## config.mk

```make
export PLATFORM = sky130hd
export DESIGN_NAME = alu_uart_interface
export DESIGN_NICKNAME = d
export VERILOG_FILES = /design/src/rtl/alu_uart_interface.sv
export SDC_FILE = /design/constraint.sdc
export NUM_CORES = 1
export LEC_CHECK = 0
export BUFFER_PORTS_ARGS = -buffer_cell sky130_fd_sc_hd__buf_4
export CORE_AREA = 2 2 62 64
export DETAILED_ROUTE_END_ITERATION = 12
export DIE_AREA = 0 0 64 66
export PLACE_DENSITY = 0.66
export SYNTH_ARGS = -nofsm -noshare
export SYNTH_HDL_FRONTEND = slang
export SYNTH_SLANG_ARGS = --single-unit
```

## constraint.sdc

```tcl
create_clock -name i_clock -period 1.9 [get_ports i_clock]
set_clock_uncertainty 0.1 [all_clocks]
set_input_delay 0.095 -clock i_clock [delete_from_list [all_inputs] [get_ports i_clock]]
set_output_delay 0.095 -clock i_clock [all_outputs]
set_load 0.01 [all_outputs]
```

## src/rtl/alu_uart_interface.sv

```systemverilog
// Frame sequencer between the UART RX/TX pair and the ALU: collects A, B and opcode
// bytes, captures the ALU result one cycle later and hands it to the transmitter.
module alu_uart_interface #(
  parameter int NB_DATA_BUS = 8,
  parameter int NB_OPCODE   = 6,
  parameter int NB_DBG_LED  = 3
) (
  input  logic                   i_clock,
  input  logic                   i_reset,
  input  logic [NB_DATA_BUS-1:0] i_rx_data,
  input  logic                   i_rx_done,
  input  logic                   i_tx_done,
  input  logic [NB_DATA_BUS-1:0] i_alu_result,
  output logic [NB_DATA_BUS-1:0] o_first_operator,
  output logic [NB_DATA_BUS-1:0] o_second_operator,
  output logic [NB_OPCODE-1:0]   o_opcode,
  output logic [NB_DATA_BUS-1:0] o_tx_data,
  output logic                   o_tx_start,
  output logic [NB_DBG_LED-1:0]  o_led_dbg
);

  typedef enum logic [2:0] {
    WAIT_A  = 3'b001,
    WAIT_B  = 3'b010,
    WAIT_OP = 3'b011,
    CALC    = 3'b100,
    WAIT_TX = 3'b101
  } state_e;

  state_e                 state_q;
  logic [NB_DATA_BUS-1:0] first_q;
  logic [NB_DATA_BUS-1:0] second_q;
  logic [NB_OPCODE-1:0]   opcode_q;
  logic [NB_DATA_BUS-1:0] tx_data_q;
  logic                   tx_start_q;

  always_ff @(posedge i_clock or posedge i_reset) begin
    if (i_reset) begin
      state_q    <= WAIT_A;
      first_q    <= '0;
      second_q   <= '0;
      opcode_q   <= '0;
      tx_data_q  <= '0;
      tx_start_q <= 1'b0;
    end else begin
      case (state_q)
        WAIT_A: begin
          if (i_rx_done) begin
            first_q <= i_rx_data;
            state_q <= WAIT_B;
          end
        end
        WAIT_B: begin
          if (i_rx_done) begin
            second_q <= i_rx_data;
            state_q  <= WAIT_OP;
          end
        end
        WAIT_OP: begin
          if (i_rx_done) begin
            opcode_q <= i_rx_data[NB_OPCODE-1:0];
            state_q  <= CALC;
          end
        end
        CALC: begin
          tx_data_q  <= i_alu_result;
          tx_start_q <= 1'b1;
          state_q    <= WAIT_TX;
        end
        WAIT_TX: begin
          tx_start_q <= 1'b0;
          // a tx_done coinciding with our own start pulse belongs to no frame of ours
          if (i_tx_done && !tx_start_q) begin
            state_q <= WAIT_A;
          end
        end
        default: begin
          state_q    <= WAIT_A;
          tx_start_q <= 1'b0;
        end
      endcase
    end
  end

  assign o_first_operator  = first_q;
  assign o_second_operator = second_q;
  assign o_opcode          = opcode_q;
  assign o_tx_data         = tx_data_q;
  assign o_tx_start        = tx_start_q;
  assign o_led_dbg         = NB_DBG_LED'(state_q);

endmodule

```

# Word-level counts from Yosys, hierarchy flattened
# Index checks and enable logic that the tools add are counted.
[totals] inputBits=20 latch_bits=0 output_inout_bits=34 mem_bits_rw=0 register_bits=34 n_memories=0 wordCells=28 mem_bits_ro=0
[classes] magnitude_cmp=0 n_reduce_logical=7 div=0 n_eq_ne=9 n_bitwise=0 shifts=0 mux=6 multipliers=0 add_sub_neg=0
[ops] op="$pmux W3 S5" n=1
[ops] op="$mux W3" n=4
[ops] op="$ne A2 B2 Y1 const B" n=4
[ops] op="$eq A3 B2 Y1 const B" n=2
[ops] op="$eq A3 B3 Y1 const B" n=2
[ops] op="$reduce_and A2 Y1" n=3
[ops] op="$reduce_and A4 Y1" n=1
[ops] op="$eq A3 B1 Y1 const B" n=1
[ops] op="$reduce_or A3 Y1" n=1
[ops] op="$pmux W1 S2" n=1
[ops] op="$logic_and A1 B1 Y1" n=1
[ops] op="$logic_not A1 Y1" n=1

# Logic depth before layout (Yosys ltp)
[logic_depth] word_depth=4 ltp_mapped=4 mapped_depth_nobuf=2

# Least setup slack after synthesis
# Ideal clock, no wire load.
[synth_path] kind="register to register" from="register state_q[0] (netlist: o_led_dbg[0])" to="register first_q[0] (netlist: o_first_operator[0])" arrival_ns=1.376 required_ns=1.675 path_stages_with_launch=5 setup_time_ns=0.125 path_slack_ns=0.299 cell_sequence="dfstp_2 clkbuf_8 and4bb_2 buf_6 mux2_2"
[synth_between] elab_chain_cells=2
[synth_lines] element="start: declaration" line_no="30" source="state_e state_q;"
[synth_lines] element="start signal: assignment" line_no="39" source="state_q <= WAIT_A;"
[synth_lines] element="start signal: assignment" line_no="50" source="state_q <= WAIT_B;"
[synth_lines] element="start signal: assignment" line_no="56" source="state_q <= WAIT_OP;"
[synth_lines] element="$eq A3 B1 Y1" line_no="46" source="case (state_q)"
[synth_lines] element="$reduce_and A2 Y1 (no source line)"
[synth_lines] element="end signal: assignment" line_no="49" source="first_q <= i_rx_data;"
[synth_lines] element="end: declaration" line_no="31" source="logic [NB_DATA_BUS-1:0] first_q;"
# Every way passes these cells.
# A chain may end at the register's enable or synchronous reset.

# Worst setup path after layout
[layout_path] from="register state_q[0] (netlist: o_led_dbg[0])" to="register first_q[3] (netlist: o_first_operator[3])"
# Same word-level chain as after synthesis.

==> results.json <==
{
  "route.met3.wl_um": 252,
  "chipWidth_um": 64,
  "postCtsSetupRepairBufs": 0,
  "end_kind": "register",
  "synth_area_sq_um": 1380,
  "dpl.hpwl_um": 1940,
  "ys_seq_area_share_pct": 61.9,
  "setup_tns_ns": 0,
  "cts_made_buffers": 5,
  "n_antenna_cell": 0,
  "synth-compound-area-share_pct": 2.63,
  "layout-drive-gt1-share_pct": 60.2,
  "critPathLaunchType": "register",
  "coreArea_sq_um": 3550,
  "post-route-min-period_ns": 1.66,
  "wl_um": 2850,
  "vias": 971,
  "num_rows": 22,
  "grt_pass1_vias": 1084,
  "grt_pass1_wl_um": 4920,
  "top_layer": "met4",
  "viasPerCell": 4.65,
  "clock_path_buffers": 2,
  "ys_seq_elements": 34,
  "synth_simple_gate_area_share_pct": 7.27,
  "hold_viol": 0,
  "fmax_ghz": 0.604,
  "syn2layout_area_growth_pct": 47.7,
  "finalMaxSlewViolations": 0,
  "final_cell_mix": "buf_4, dfrtp_1, mux2_2",
  "clock_sinks": 34,
  "synth_xor_area_share_pct": 0,
  "design.die.area_sq_um": 4220,
  "worstPathRequired_ns": 2.01,
  "wl_met2_um": 1410,
  "drt-met1-wl_um": 1150,
  "tightestPinTransition_ns": 0.424,
  "synth.net_count": 105,
  "mostFrequentLayoutCell": "buf_4",
  "die_h_um": 66,
  "drt-initial-drc-count": 24,
  "nets": 181,
  "synth_top_area_cell": "dfrtp_1",
  "outcome": "completed",
  "drtAntennaViolNets": 0,
  "setup_viol": 0,
  "path_max_fanout": 12,
  "synthDistinctLibCells": 21,
  "cts_tree": "done",
  "hp-class": "in2async",
  "clkTransAtPathRegs_ns": 0.10,
  "power_density_nw_per_um2": 1520,
  "rsz0062_at_grt": "false",
  "synthMuxAreaShare_pct": 24.5,
  "p_leak_nw": 0.955,
  "synth_top_family_by_area": "multiplexers",
  "wl_per_cell_um": 13.6,
  "maxCapViolCount": 0,
  "grt_use_total_pct": 15.6,
  "htree_levels": 2,
  "slew_headroom_pct": 71.7,
  "ir_drop_mv": 0.678,
  "postLayoutCoreUtil_pct": 57.3,
  "critPathKind": "reg2reg",
  "gp_congestion": 0.600,
  "num_io_pins": 54,
  "clkLatencyLatePin_ns": 0.33,
  "first_pass_iters": 2,
  "antenna_found_initial": 0,
  "drc_errors": 0,
  "synth_area_leaders": "dfrtp_1, mux2_2, dfstp_2",
  "portBuffers": 53,
  "syn_avg_cell_area_sq_um": 16.2,
  "grt_max_degree": 35,
  "post-route-period-util_pct": 87.2,
  "postSynthCellCount": 85,
  "worstPathArrival_ns": 1.77,
  "ys.warnings.count": 0,
  "clockRootBuffer": "clkbuf_4",
  "cts_hold_buf": 19,
  "start_util_pct": 38.8,
  "synth_fa_ha_area_share_pct": 0,
  "cts_resized": 0,
  "overflow": 0,
  "synth_top_area_share_pct": 59.9
}
per-layer routing:
| layer | up-vias | track usage [%] |
|---|---|---|
| li1 | 451 | - |
| met1 | 472 | 16.2 |
| met2 | 44 | 28.0 |
| met3 | 4 | 6.98 |
| met4 | 0 | 4.89 |
| met5 | - | 0 |
worst paths after layout:
path / startpoint / end / slack (ns) / cells after the start
worst max register to register: o_led_dbg[0] / o_first_operator[3] / 0.24 / 2
max in group asynchronous: i_reset / o_led_dbg[0] / 1.05 / 4
worst max-delay path: o_led_dbg[0] / o_first_operator[3] / 0.24 / 2
worst min register to register: o_second_operator[4] / o_second_operator[4] / 0.42 / 1
worst min-delay path: i_reset / o_tx_data[0] / 0.32 / 4
min in group i_clock: o_second_operator[4] / o_second_operator[4] / 0.42 / 1
layout make-up:
class,instances,area (sq um)
fillers,303,1520
repair buffers,73,596
well taps,48,60.1
clock buffers,7,45.0
flip-flops and latches,34,852
multi-input cells,45,474
inverters,2,7.51
synth_stat cells:
master    number
dfrtp_1       33
mux2_2        30
and4bb_2       2
buf_6          2
inv_1          2
a21bo_2        1
a21o_1         1
a21oi_1        1
and3b_2        1
buf_4          1
clkbuf_8       1
dfstp_2        1
nand2_1        1
nand3b_1       1
nand4b_2       1
nor2_1         1
nor3b_4        1
o21ai_0        1
o32ai_1        1
or2b_1         1
or3b_2         1
where the power goes:
part	internal [mW]	total (mW)	leakage, nW	switching [mW]
Sequential	1.09	1.35	0.410	0.253
Clock	0.139	0.356	0.0254	0.217
Combinational	0.867	1.39	0.520	0.521
worst max-delay path: stages, from the launching register on:
cell,delay [ns]
dfstp_2,0.67
and4bb_2,0.40
mux2_2,0.36
registers in the layout, summed over array words and instances, names as in the netlist:
name	cells
o_tx_data	8
o_second_operator	8
o_led_dbg	3
o_first_operator	8
o_opcode	6
o_tx_start	1
kinds of logic after synthesis:
family                 Yosys count
AOI/OAI and AO/OA                5
buffers and inverters            6
DFF                             34
muxes                           30
and+or+nand+nor                 10
metrics by stage:
stage	instances	instance area [sq um]	total power [mW]	hold WS [ns]	setup slack (ns)
after floorplan	85	1380	2.08	0.136	0.299
after global placement	183	1800	2.69	0.113	0.308
after detailed placement	183	1800	2.73	0.120	0.245
after CTS	209	2030	3.13	0.301	0.226
after global routing	209	2030	3.31	0.373	0.179
final	209	2030	3.09	0.319	0.243
No activity file was read; power rests on OpenSTA's default activity.
